[src/rtl/ex2mem_reg.sv]
// ex2mem_reg: EX->MEM pipeline register with a data-memory access FSM and timeout abort.
// Optional build macro STALL_CNT_EN adds a 32-bit stall_cnt output counting stalled cycles.
`ifndef REGADDR_WIDTH
`define REGADDR_WIDTH 5
`endif
`ifndef WB_SRC_WIDTH
`define WB_SRC_WIDTH 2
`endif
`ifndef WB_SRC_MEM
`define WB_SRC_MEM 2'd1
`endif

// Handshake: a memory op captured into the register raises mem_req from the next cycle;
// the access completes in the first WAIT cycle that sees mem_ready, and the register may
// load again at the end of that same cycle (ex_stall is low while mem_ready is high).
module ex2mem_reg #(
    parameter int unsigned MEM_TIMEOUT = 255
) (
    input  logic                      clk,
    input  logic                      rst_n,
`ifdef STALL_CNT_EN
    output logic [31:0]               stall_cnt,
`endif
    input  logic                      ex_valid,
    input  logic [31:0]               ex_alu_result,
    input  logic [`REGADDR_WIDTH-1:0] ex_wb_reg_addr,
    input  logic [`WB_SRC_WIDTH-1:0]  ex_wb_src,
    input  logic                      ex_mem_wr,
    input  logic [31:0]               ex_store_data,
    input  logic                      flush,
    input  logic                      mem_ready,
    input  logic [`REGADDR_WIDTH-1:0] alu_opr_reg_addr,
    output logic                      ex2mem_valid,
    output logic [31:0]               ex2mem_alu_result,
    output logic [`REGADDR_WIDTH-1:0] ex2mem_wb_reg_addr,
    output logic [`WB_SRC_WIDTH-1:0]  ex2mem_wb_src,
    output logic                      ex2mem_mem_wr,
    output logic [31:0]               ex2mem_store_data,
    output logic                      mem_req,
    output logic                      ex_stall,
    output logic                      load_hazard,
    output logic                      mem_err
);

    typedef enum logic {
        S_IDLE = 1'b0,
        S_WAIT = 1'b1
    } state_t;

    // Index of the last WAIT cycle before the access is abandoned.
    localparam logic [7:0] TIMEOUT_LAST = 8'(MEM_TIMEOUT - 1);

    state_t                      r_state;
    state_t                      w_state_nxt;
    logic [7:0]                  r_timer;
    logic [7:0]                  w_timer_nxt;
    logic                        r_valid;
    logic [31:0]                 r_alu_result;
    logic [`REGADDR_WIDTH-1:0]   r_wb_reg_addr;
    logic [`WB_SRC_WIDTH-1:0]    r_wb_src;
    logic                        r_mem_wr;
    logic [31:0]                 r_store_data;
    logic                        w_timeout_hit;
    logic                        w_stall;
    logic                        w_load_valid;
    logic                        w_load_mem;

    assign w_timeout_hit = (r_state == S_WAIT) && !mem_ready && (r_timer == TIMEOUT_LAST);
    assign w_stall       = (r_state == S_WAIT) && !mem_ready && !w_timeout_hit;
    assign w_load_valid  = ex_valid && !flush;
    assign w_load_mem    = w_load_valid && ((ex_wb_src == `WB_SRC_MEM) || ex_mem_wr);

    always_ff @(posedge clk or negedge rst_n) begin
        if (!rst_n) begin
            r_state <= S_IDLE;
            r_timer <= '0;
        end else begin
            r_state <= w_state_nxt;
            r_timer <= w_timer_nxt;
        end
    end

    always_comb begin
        w_state_nxt = r_state;
        w_timer_nxt = r_timer;
        if (w_stall) begin
            w_timer_nxt = r_timer + 8'd1;
        end else begin
            w_timer_nxt = '0;
            w_state_nxt = w_load_mem ? S_WAIT : S_IDLE;
        end
    end

    always_ff @(posedge clk or negedge rst_n) begin
        if (!rst_n) begin
            r_valid       <= 1'b0;
            r_alu_result  <= '0;
            r_wb_reg_addr <= '0;
            r_wb_src      <= '0;
            r_mem_wr      <= 1'b0;
            r_store_data  <= '0;
        end else if (!w_stall) begin
            if (w_load_valid) begin
                r_valid       <= 1'b1;
                r_alu_result  <= ex_alu_result;
                r_wb_reg_addr <= ex_wb_reg_addr;
                r_wb_src      <= ex_wb_src;
                r_mem_wr      <= ex_mem_wr;
                r_store_data  <= ex_store_data;
            end else begin
                r_valid       <= 1'b0;
                r_alu_result  <= '0;
                r_wb_reg_addr <= '0;
                r_wb_src      <= '0;
                r_mem_wr      <= 1'b0;
                r_store_data  <= '0;
            end
        end
    end

    // A timed-out entry reads as a bubble during its final cycle so nothing downstream consumes it.
    assign ex2mem_valid       = r_valid && !w_timeout_hit;
    assign ex2mem_wb_reg_addr = w_timeout_hit ? '0 : r_wb_reg_addr;
    assign ex2mem_alu_result  = r_alu_result;
    assign ex2mem_wb_src      = r_wb_src;
    assign ex2mem_mem_wr      = r_mem_wr;
    assign ex2mem_store_data  = r_store_data;
    assign mem_req            = (r_state == S_WAIT);
    assign ex_stall           = w_stall;
    assign mem_err            = w_timeout_hit;
    assign load_hazard        = ex2mem_valid && (ex2mem_wb_src == `WB_SRC_MEM) &&
                                (ex2mem_wb_reg_addr == alu_opr_reg_addr) &&
                                (alu_opr_reg_addr != '0);

`ifdef STALL_CNT_EN
    logic [31:0] r_stall_cnt;

    always_ff @(posedge clk or negedge rst_n) begin
        if (!rst_n) begin
            r_stall_cnt <= '0;
        end else if (w_stall) begin
            r_stall_cnt <= r_stall_cnt + 32'd1;
        end
    end

    assign stall_cnt = r_stall_cnt;
`endif

endmodule

[config.mk]
export PLATFORM = sky130hd
export DESIGN_NAME = ex2mem_reg
export DESIGN_NICKNAME = d
export VERILOG_FILES = /design/src/rtl/ex2mem_reg.sv
export SDC_FILE = /design/constraint.sdc
export NUM_CORES = 1
export LEC_CHECK = 0
export ABC_AREA = 1
export CORE_ASPECT_RATIO = 1.5
export CORE_MARGIN = 5
export CORE_UTILIZATION = 38
export DETAILED_ROUTE_END_ITERATION = 10
export PLACE_DENSITY = 0.81
export SLEW_MARGIN = 30
export SYNTH_ARGS = -nofsm -noshare
export SYNTH_HDL_FRONTEND = slang
export SYNTH_SLANG_ARGS = --single-unit
[constraint.sdc]
create_clock -name clk -period 1.8 [get_ports clk]
set_clock_uncertainty 0.2 [all_clocks]
set_input_delay 0.36 -clock clk [delete_from_list [all_inputs] [get_ports clk]]
set_output_delay 0.36 -clock clk [all_outputs]
set_load 0.005 [all_outputs]
* Word-level counts from Yosys, hierarchy flattened
Cells that the tools add are included.
** Word-level totals
- Bits in registers :: 82
- Input bits :: 82
- Output and inout port bits :: 77
- Word-level logic and storage cells :: 36
** Operators by class
- Add/sub/neg operators :: 1
- Equal/unequal tests :: 4
- Multiplexer cells :: 9
- Reductions and logical operators :: 14
** Operators by type and width (number)
- $mux W32 :: 2
- $mux W5 :: 2
- $logic_and A1 B1 Y1 :: 9
- $add A8 B1 Y8 const B :: 1
- $eq A8 B8 Y1 const B :: 1
- $mux W8 :: 1
- $eq A5 B5 Y1 :: 1
- $reduce_bool A5 Y1 :: 1
- $eq A2 B1 Y1 const B :: 2
- $logic_not A1 Y1 :: 3
- $mux W1 :: 3
- $mux W2 :: 1
- $logic_or A1 B1 Y1 :: 1

* Depth between registers and ports, before layout
Gate-level depths: netlist (run 1).
- Depth in word-level cells :: 8
- Depth in mapped cells :: 11
- Depth with buffers taken out :: 10

* Worst setup path before layout (run 1)
Ideal clock, no wire load.
- Kind :: register -> output
- Start :: reg r_timer[0]
- End :: out load_hazard
- Arrival :: 1330 ps
- Required time :: 1240 ps
- Slack :: -90 ps
- Cell stages (with the launch flop) :: 10
- Buffers on the path :: 1
- Path through :: dfrtp_1 -> inv_1 -> ha_1 -> inv_1 -> nor2_1 -> nand3_2 -> buf_2 -> nand3b_1 -> nand4_1 -> nor2_1
** On the way
- Cells in the longest elaborated chain, start to end :: 7
** Ends and longest elaborated chain
- from (decl) :: RTL line 55 : logic [7:0] r_timer;
- from (signal assigned) :: RTL line 79 : r_timer <= w_timer_nxt;
- $eq A8 B8 Y1 (*) :: RTL line 68 : assign w_timeout_hit = (r_state == S_WAIT) && !mem_ready && (r_timer == TIMEOUT_LAST);
- $logic_and A1 B1 Y1 (*) :: RTL line 68
- parallel branches: the longest is 3 deep, another holds $mux W5
- $logic_and A1 B1 Y1 (*) (2 in series) :: RTL line 131 : assign load_hazard = ex2mem_valid && (ex2mem_wb_src == `WB_SRC_MEM) &&
- to (decl) :: RTL line 41 : output logic load_hazard,
Every way passes the cells marked *.

* Final worst setup path (run 1)
- Start :: in alu_opr_reg_addr[0]
- End :: out load_hazard
** On the way
- Cells in the longest elaborated chain, start to end :: 3
** Ends and longest elaborated chain
- from (decl) :: RTL line 32 : input logic [`REGADDR_WIDTH-1:0] alu_opr_reg_addr,
- $eq A5 B5 Y1 :: RTL line 132 : (ex2mem_wb_reg_addr == alu_opr_reg_addr) &&
- $logic_and A1 B1 Y1 :: RTL line 131
- $logic_and A1 B1 Y1 (*) :: RTL line 131
Mark *: on every way between the ends. The rest lies on a longest branch, timed or not.

==> results.md, run 1 <==
* Required @ worst endpoint at 1.24 ns
* Detailed placement HPWL at 7650 um
* Avg Inst Size Synth at 8.53 um^2
* Main flop type after synthesis: dfrtp_1
* Num CTS Buffers at 9
* Core Footprint at 9150 um^2
* Crit path max fanout at 2
* Final hold violation count at 0
* Sequential fraction of the synthesis area at 58.7%
* Layout cells sized above 1 at 48.0%
* # placed instances at 689
* Critical Path Max Stage Delay at 0.44 ns
* CTS tree: built
* Worst-skew pair later-pin latency at 0.34 ns
* Failing checks: negative setup slack
* GP Congestion at 0.862
* Cell with the most instances after synthesis: nand2_1
* Die footprint at 11300 um^2
* GR Overflow Total at 0
* Filler cells at 467
* Final min period at 2.42 ns
* Syn nets at 494
* Initial antenna violation count at 0
* CTS Buffer Depth at 2
* Mapped Area at 3500 um^2
* RSZ-0062 raised after global routing: true
* # DRC at 0
* Worst setup EP type: primary output
* PnR worst setup slack at -0.623 ns
* Async SR Flop Fraction at 100%
* First-pass GRT wire length at 23800 um
* Vias at 4176
* Die width at 88.3 um
* Cell Pwr Density at 688 nW/um^2
* Port buffer count at 158
* Part of the cycle the worst path needs at 135%
* Setup-violating endpoint count in the final report at 93
* Rel. slew slack at 73.5%
* Max-slew violations at 0
* Slowest-stage cell, CP: clkdlybuf4s50_1
* Leakage at 0.00460 uW
* Post-DR vias/cell at 5.36
* Crit-path most repeated cell: nor2_1
* Final-stage net count at 746
* Worst R2R Setup Slack at -0.41 ns
* Max H-tree Level at 3
* Layout overhead on the synthesized area at 124%
* Synth unique cells at 20
* Switching power at 1430 uW
* Final ANT Viol Nets at 0
* Largest net degree at the start of global routing at 38
* Setup_tns at -32.65 ns
* Routed wire length at 17800 um
* 1st-pass router iterations at 4
* Status: complete, but fails checks
* Yosys top cell area share at 58.7%
* Vias in the first global route at 4450
* Clock Sinks at 82
* Synth area leader: dfrtp_1
* Comb pwr share at 24.9%
* Io pins at 159
* Post-synth top cells: nand2_1, dfrtp_1, nand3_1, inv_1, nor2_1
* WS Path Type: input pin to primary output
* Reg power frac at 37.6%
* Overall Global Routing Usage at 28.4%
* EDFF count, synth at 0
* Starting DRT DRC Count at 236
* Initial Util at 38.2%
* Sw frac at 26.7%
* Diodes inserted at 0
* Yosys reg bits at 82
* # rows at 43
* Final cell count without fillers at 779
* YS warnings at 0
* Max Cap Violations at 0
* Peak supply drop at 0.000624 V
* Min Hold Slack at 0.276 ns
* Worst-Margin Slew at 0.398 ns
* Pint at 3940 uW
* FMAX at 413 MHz
* Total power at 5380 uW
* Chip height at 127 um
* Clock share of power at 37.5%
* Worst setup SP type: input pin
* Clock Pin Slew Worst Setup and Hold Paths at 0.06 ns
* Leading cell types by total area after synthesis: dfrtp_1, nand2_1, nand3_1, inv_1, nor2_1
* CP Cell Sequence: clkdlybuf4s50_1 -> inv_2 -> nor2_1 -> nor2_1 -> nand2_1 -> inv_1 -> nand3_1 -> nor2_1 -> nand3_1 -> nor2_1 -> buf_2
* Syn Inst Count at 410
* Data arrival time of the worst path at 1.86 ns
* Average routed wire per standard cell at 22.9 um
* Root Buffer: clkbuf_16
* Worst Hold Class: input pin to async pin
[per-layer routing]
metal  vias to the layer above  routed length (um)  track usage [%]
li1                       1826                   -                -
met1                      2092                6150             30.6
met2                       205                9770             50.8
met3                        53                1130             5.94
met4                         0                 750             14.9
met5                         -                   0                0
[worst paths after layout]
path | from | end | cells past startpoint
max in group asynchronous | rst_n | ex2mem_wb_src[1] | 3
hold / removal | rst_n | r_timer[3] | 2
min in group clk | ex2mem_alu_result[28] | ex2mem_alu_result[28] | 2
setup reg to reg | r_timer[0] | r_valid | 15
hold reg to reg | ex2mem_alu_result[28] | ex2mem_alu_result[28] | 2
setup / recovery | alu_opr_reg_addr[0] | load_hazard | 11
[placed cells by master (no fill, tap or decap), types with 2 or more instances in the layout]
cell,Yosys,final
nand3_2,1,43
dlygate4sd2_1,0,8
buf_4,4,48
clkbuf_1,9,2
o21ai_2,0,4
nand2_4,0,40
nor2_2,0,3
buf_8,0,4
inv_1,21,15
inv_2,1,6
nor2_4,1,6
nand3_4,0,11
clkbuf_16,0,9
dfrtp_1,82,82
buf_6,3,24
buf_16,0,13
nand2_2,2,73
nand2_1,164,53
clkdlybuf4s50_1,0,104
nand3_1,81,29
a21oi_2,0,2
buf_2,8,4
dlymetal6s2s_1,0,37
clkinvlp_4,0,2
nor2_1,18,10
bufinv_16,0,2
buf_12,0,21
a21oi_1,4,2
[cell type report]
cell class | count | area (um^2) | share of cell area [%]
clock buffers | 12 | 246 | 3.15
clock inverters | 4 | 75.1 | 0.961
inverters | 22 | 85.1 | 1.09
multi-input cells | 283 | 2140 | 27.4
flip-flops and latches | 82 | 2050 | 26.3
well taps | 112 | 140 | 1.79
repair buffers | 264 | 3070 | 39.3
[flip-flops by register name (all words and copies together) (netlist names)]
name / count
ex2mem_alu_result: 32
mem_req: 1
r_valid: 1
ex2mem_store_data: 32
r_timer: 8
r_wb_reg_addr: 5
ex2mem_mem_wr: 1
ex2mem_wb_src: 2
[worst max-delay path, delay by kind of cell]
kind                   cells  cell delay [ns]
buffers and inverters      4             0.71
and+or+nand+nor            7             0.78
[what timing repair did]
action,in CTS,in global routing
resized for setup,209,209
hold endpoints to repair,19,0
endpoints found under the setup margin,66,131
hold buffers,1,0
buffers inserted,29,38
pin swaps,27,57
gates cloned,25,0
[power groups by stage]
stage                     combinational (uW)  sequential, uW  clock [uW]
after CTS                               1200            2000        1980
after global placement                   710            2020           0
after floorplan                          208            2030           0
final                                   1340            2020        2020
after detailed placement                 725            2030           0
after global routing                    1400            2030        2120
[cell families (layout without fill, tap and decap cells)]
kind of cell / Yosys count / in the layout / share of synthesized area, %
simple gates: 269 / 270 / 32.5
fa+ha+maj: 2 / 2 / 0.716
buf+inv: 46 / 302 / 6.30
compound gates: 10 / 10 / 1.54
flops: 82 / 82 / 58.7
xor+xnor: 1 / 1 / 0.251
[metrics by stage]
stage | area (um^2) | setup WS [ns] | util, %
2_1_floorplan | 3500 | 0.0119 | -
3_3_place_gp | 5390 | -0.791 | 58.9
3_5_place_dp | 5390 | -0.873 | 58.9
4_1_cts | 7130 | -0.538 | 78.0
5_1_grt | 7810 | -0.721 | 85.4
6_report | 7810 | -0.623 | 85.4
Note: power is estimated with default switching activity, not from simulation.
==> inputs of run 2 (changes only) <==
Settings changed: CORE_UTILIZATION 38 to 37, PLACE_DENSITY 0.81 to 0.8, SETUP_SLACK_MARGIN from default to 0.2.
==> run 2 against run 1 <==
  * The flow still finishes with violations (negative setup slack)
  * Die area is 2.4% higher
  * Core utilization is 13 points lower
  * Sequential share of layout area is 4.4 points higher
  * Setup slack worse by 0.068 ns
  * Maximum frequency is 2.7% lower
  * Via count is 11% lower
  * Critical endpoint unchanged
  * Critical path depth is 1 higher
  * Clock-buffer cell count is 2 lower
  * Total power is 12% lower
  * Wire length is 23% lower
  * Worst hold slack worse by 0.0022 ns
==> results.md, run 2 (synthesized netlist as in run 1, its figures left out) <==
* Status: complete, but fails checks
* Failing checks: negative setup slack
* Largest net degree at the start of global routing at 83 (+120%)
* Io pins at 159 (unchanged)
* Part of the cycle the worst path needs at 138% (+3.8 points)
* Final Util at 72.3% (-13 points)
* CP Cell Sequence: inv_1 -> ha_2 -> inv_2 -> nor2_4 -> nand3_4 -> buf_6 -> nand3_2 -> nand2_1 -> inv_2 -> nand3_2 -> nor2_1 -> buf_2
* Die footprint at 11500 um^2 (+2.4%)
* Setup-violating endpoint count in the final report at 91 (-2.2%)
* # rows at 43 (unchanged)
* Vias in the first global route at 3614 (-19%)
* Worst setup SP type: flop
* Total power at 4740 uW (-12%)
* Rel. slew slack at 71.9% (-1.5 points)
* Root Buffer: clkbuf_16
* Post-DR vias/cell at 5.03 (-6.2%)
* Setup_tns at -36.25 ns (-3.60 ns)
* Final cell count without fillers at 742 (-4.7%)
* GR Overflow Total at 0 (unchanged)
* Required @ worst endpoint at 1.24 ns (about the same)
* Most common cell after layout, fill and taps aside: dfrtp_1
* Cell Pwr Density at 708 nW/um^2 (+3.0%)
* GP Congestion at 0.858 (-0.49%)
* Max Cap Violations at 0 (unchanged)
* Worst-skew pair later-pin latency at 0.33 ns (about the same)
* Overall Global Routing Usage at 19.7% (-8.7 points)
* # DRC at 0 (unchanged)
* PnR worst setup slack at -0.690 ns (-0.0678 ns)
* Routed wire length at 13700 um (-23%)
* Min Hold Slack at 0.273 ns (-0.00225 ns)
* Core Footprint at 9250 um^2 (+1.2%)
* Final hold violation count at 0 (unchanged)
* Final-stage net count at 711 (-4.7%)
* Chip height at 129 um (+1.2%)
* RSZ-0062 raised after global routing: true
* Clock Sinks at 82 (unchanged)
* Worst Hold Class: flop to flop
* Die width at 89.4 um (+1.2%)
* Final min period at 2.49 ns (+0.0678 ns)
* FMAX at 402 MHz (-2.7%)
* CTS Buffer Depth at 2 (unchanged)
* Data arrival time of the worst path at 1.93 ns (+0.07 ns)
* Crit path buf inv count at 5 (+1)
* Most frequent cells in the layout: dfrtp_1, clkdlybuf4s50_1, nand2_1
* Detailed placement HPWL at 7570 um (-0.93%)
* CTS tree: built
* 1st-pass router iterations at 4 (unchanged)
* Crit path max fanout at 3 (+1)
* Worst setup EP type: primary output
* Port buffer count at 158 (unchanged)
* First-pass GRT wire length at 17600 um (-26%)
* Critical Path Max Stage Delay at 0.37 ns (-0.07 ns)
* Worst-Margin Slew at 0.421 ns (+0.0232 ns)
* Layout overhead on the synthesized area at 91.3%
* # placed instances at 688 (-0.15%)
* Slowest-stage cell, CP: dfrtp_1
* Num CTS Buffers at 9 (unchanged)
* Max-slew violations at 0 (unchanged)
* Initial Util at 37.8% (-0.44 points)
* Peak supply drop at 0.000514 V (-18%)
* Vias at 3731 (-11%)
* Max H-tree Level at 3 (unchanged)
* WS Path Type: flop to primary output
* Leakage at 0.00379 uW (-18%)
* Initial antenna violation count at 0 (unchanged)
* Diodes inserted at 0 (unchanged)
* Starting DRT DRC Count at 235 (-0.42%)
* Final ANT Viol Nets at 0 (unchanged)
* Average routed wire per standard cell at 18.5 um (-19%)
* Clock Pin Slew Worst Setup and Hold Paths at 0.06 ns (about the same)
* CP top delay family: simple AND/OR/NAND/NOR gates
* Layout cells sized above 1 at 33.0% (-15 points)
==> run 2: changes by cell type in the layout (fill, tap and decap cells not counted), sizes merged <==
cell | before | now
clkbuf | 12 | 21
clkdlybuf4s50 | 104 | 80
buf | 114 | 68
bufinv | 2 | 1
dlymetal6s2s | 37 | 1
dlygate4sd2 | 8 | 68
clkinvlp | 2 | 0
clkinv | 0 | 3
==> run 2: cell type report <==
type	count	area, um^2
timing repair buffer	229	2450
tap	112	140
clock buffer	10	229
fill	681	2570
multi-input combinational	283	1690
sequential	82	2050
inverter	22	82.6
clock inverter	4	45.0
==> run 2: worst min-delay path: cells and delay by family, from the launching register on <==
| kind | cells | cell delay [ns] |
|---|---|---|
| AND/OR/NAND/NOR | 2 | 0.09 |
| flip-flops | 1 | 0.35 |
==> run 2: where the power goes <==
part / internal, uW / switching (uW) / total, uW
Combinational: 550 / 431 / 982
Clock: 1050 / 687 / 1740
Sequential: 1940 / 78.8 / 2020
Total: 3540 / 1200 / 4740
==> run 2: per-stage QoR <==
| step | setup WS [ns] | cell area, um^2 |
|---|---|---|
| 5_1_grt | -0.835 | 6690 |
| 6_report | -0.690 | 6690 |
| 4_1_cts | -0.591 | 5770 |
| 2_1_floorplan | 0.0143 | 3520 |
| 3_3_place_gp | -0.793 | 5370 |
| 3_5_place_dp | -0.852 | 5370 |
==> run 2: final timing paths <==
check                      depth (start not counted)                  from               endpoint  slack [ns]
max reg2reg                                       15            r_timer[0]  ex2mem_store_data[25]       -0.46
min                                                2  ex2mem_alu_result[7]   ex2mem_alu_result[7]        0.27
max in group asynchronous                          3                 rst_n  ex2mem_store_data[16]        0.65
max                                               12            r_timer[0]            load_hazard       -0.69
min reg2reg                                        2  ex2mem_alu_result[7]   ex2mem_alu_result[7]        0.27
min in group asynchronous                          3                 rst_n  ex2mem_alu_result[22]        0.42
==> run 2: repair_timing <==
| item | in CTS | in global routing |
|---|---|---|
| hold buffers | 1 | 0 |
| hold endpoints to repair | 82 | 0 |
| endpoints found under the setup margin | 154 | 91 |
| gates cloned | 4 | 13 |
| pin swaps | 4 | 31 |
| resized for setup | 124 | 151 |
| buffers inserted | 4 | 18 |
==> run 2: metal layers <==
| metal | global-route usage, % | vias to the layer above | part of all wire [%] |
|---|---|---|---|
| li1 | - | 1737 | - |
| met1 | 23.5 | 1824 | 37 |
| met2 | 34.7 | 148 | 54 |
| met3 | 4.58 | 22 | 6.3 |
| met4 | 6.22 | 0 | 2.7 |
| met5 | 0 | - | 0 |
==> inputs of run 3 (changes only) <==
Settings changed: DONT_BUFFER_PORTS from default to 1, PLACE_DENSITY 0.8 to 0.57.
==> run 3 against run 2 <==
  * The flow finishes with violations (negative hold slack, negative setup slack)
  * Die area unchanged
  * Non-clock buffer count decreased by 83
  * Clock power increased by 3%
  * Critical path type unchanged
  * Largest cell class is now sequential cells
  * Largest power group unchanged
==> results.md, run 3 (synthesized netlist as in run 1, its figures left out) <==
* Post-DR vias/cell at 5.23 (+4.1%)
* Critical Path Max Stage Delay at 0.42 ns (+0.05 ns)
* Final min period at 2.23 ns (-0.259 ns)
* Initial Util at 37.8% (unchanged)
* Worst-Margin Slew at 0.473 ns (+0.0518 ns)
* Io pins at 159 (unchanged)
* Pre-CTS setup slack at -0.108 ns (+0.744 ns)
* Slowest-stage cell, CP: dfrtp_1
* Port buffer count at 0 (-100%)
* FMAX at 448 MHz (+12%)
* Global Route met1 Usage at 24.7% (+1.3 points)
* Final ANT Viol Nets at 0 (unchanged)
* Detailed placement HPWL at 6350 um (-16%)
* WS Path Type: flop to primary output
* Worst-skew pair later-pin latency at 0.34 ns (about the same)
* Setup-violating endpoint count in the final report at 91 (unchanged)
* Largest net degree at the start of global routing at 83 (unchanged)
* Total power at 4780 uW (+0.97%)
* Worst setup EP type: primary output
* Initial antenna violation count at 1 (+1)
* Root Buffer: clkbuf_16
* Layout cells sized above 1 at 44.9% (+12 points)
* Routed wire length at 13200 um (-3.9%)
* Rel. slew slack at 68.4% (-3.5 points)
* Final cell count without fillers at 661 (-11%)
* # rows at 43 (unchanged)
* Required @ worst endpoint at 1.24 ns (about the same)
* 1st-pass router iterations at 4 (unchanged)
* Die footprint at 11500 um^2 (unchanged)
* Cell Pwr Density at 742 nW/um^2 (+4.7%)
* Num CTS Buffers at 9 (unchanged)
* Max H-tree Level at 3 (unchanged)
* Most frequent cells in the layout: dfrtp_1, dlygate4sd3_1, nand2_2
* Met2 usage at 35.5% (+0.87 points)
* Failing checks: negative hold slack, negative setup slack
* Final Util at 69.7% (-2.6 points)
* Chip height at 129 um (unchanged)
* First-pass GRT wire length at 17900 um (+1.6%)
* Clock Sinks at 82 (unchanged)
* Data arrival time of the worst path at 1.67 ns (-0.26 ns)
* Vias at 3459 (-7.3%)
* Vias in the first global route at 3461 (-4.2%)
* Leakage at 0.00334 uW (-12%)
* CP Cell Sequence: ha_4 -> inv_2 -> nor2_4 -> nand3_4 -> buf_6 -> nand3_2 -> nor2_1 -> nand3_1 -> nor2_2
* Worst setup SP type: flop
* RSZ-0062 raised after global routing: true
* Met3 Usage GRT at 4.20% (-0.38 points)
* Starting DRT DRC Count at 169 (-28%)
* Final-stage net count at 627 (-12%)
* # placed instances at 523 (-24%)
* Max Cap Violations at 0 (unchanged)
* Status: complete, but fails checks
* PnR worst setup slack at -0.432 ns (+0.259 ns)
* Layer with the highest usage: met2
* Final hold violation count at 82 (+82)
* CTS tree: built
* Part of the cycle the worst path needs at 124% (-14 points)
* Worst Hold Class: input pin to async pin
* Die width at 89.4 um (unchanged)
* GR Overflow Total at 0 (unchanged)
* Layout overhead on the synthesized area at 84.5%
* Cts hold-fix bufs at 72 (+71)
* Worst r2r path cells at 15 (unchanged)
* GP Congestion at 0.751 (-12%)
* Most common cell after layout, fill and taps aside: dfrtp_1
* CTS Buffer Depth at 2 (unchanged)
* Clock Pin Slew Worst Setup and Hold Paths at 0.06 ns (about the same)
* Filler cells at 612 (-10%)
* Average routed wire per standard cell at 20.0 um (+7.8%)
* Max-slew violations at 0 (unchanged)
* Peak supply drop at 0.000652 V (+27%)
* Crit path max fanout at 7 (+4)
* Min Hold Slack at -0.484 ns (-0.757 ns)
* # DRC at 0 (unchanged)
* Overall Global Routing Usage at 20.7% (+1.0 points)
* Core Footprint at 9250 um^2 (unchanged)
-- run 3: repair_timing --
item	CTS	global route
endpoints found under the setup margin	82	91
pin swaps	8	61
endpoints found under the hold margin	155	82
resized for setup	48	198
cloned	14	6
setup buffers	19	10
-- run 3: power breakdown --
group / internal [uW] / total (uW) / switching (uW) / leakage (uW)
sequential: 1940 / 2050 / 114 / 0.00111
clock: 1080 / 1800 / 724 / 0.000129
combinational: 530 / 931 / 402 / 0.00211
total: 3540 / 4780 / 1240 / 0.00334
-- run 3: path summary, 6_finish.rpt --
kind / from / to / slack, ns
min reg2reg: ex2mem_store_data[30] / ex2mem_store_data[30] / 0.31
max reg2reg: r_timer[0] / r_valid / -0.30
min: rst_n / ex2mem_alu_result[15] / -0.48
min in group clk: flush / ex2mem_alu_result[7] / 0.06
max: r_timer[1] / load_hazard / -0.43
max in group asynchronous: rst_n / ex2mem_store_data[14] / 1.74
-- run 3: stage by stage --
stage / cell area [um^2] / setup TNS (ns)
2_1_floorplan: 3520 / 0
3_3_place_gp: 3750 / -0.0618
3_5_place_dp: 3750 / -0.178
4_1_cts: 5510 / -12.57
5_1_grt: 6450 / -24.29
6_report: 6450 / -17.79
-- run 3: area by class of cell --
cell class	instances	area, um^2	share of cell area [%]
Antenna cell	1	2.50	0.0388
Clock buffer	12	236	3.67
Multi-Input combinational cell	282	1930	29.9
Timing Repair Buffer	146	1950	30.3
Inverter	22	87.6	1.36
Tap cell	112	140	2.17
Clock inverter	4	52.6	0.815
Sequential cell	82	2050	31.8
-- run 3: worst max-delay path, delay by kind of cell, from the launching register on --
| kind | cells | cell delay [ns] |
|---|---|---|
| DFF | 1 | 0.42 |
| and+or+nand+nor | 6 | 0.55 |
| buffers and inverters | 2 | 0.20 |
| adders and majority gates | 1 | 0.17 |
-- run 3: routing by layer --
metal | share of wire (%) | wire (um)
met5 | 0 | 0
met1 | 37 | 4820
met2 | 54 | 7140
met3 | 6.7 | 888
met4 | 2.6 | 346
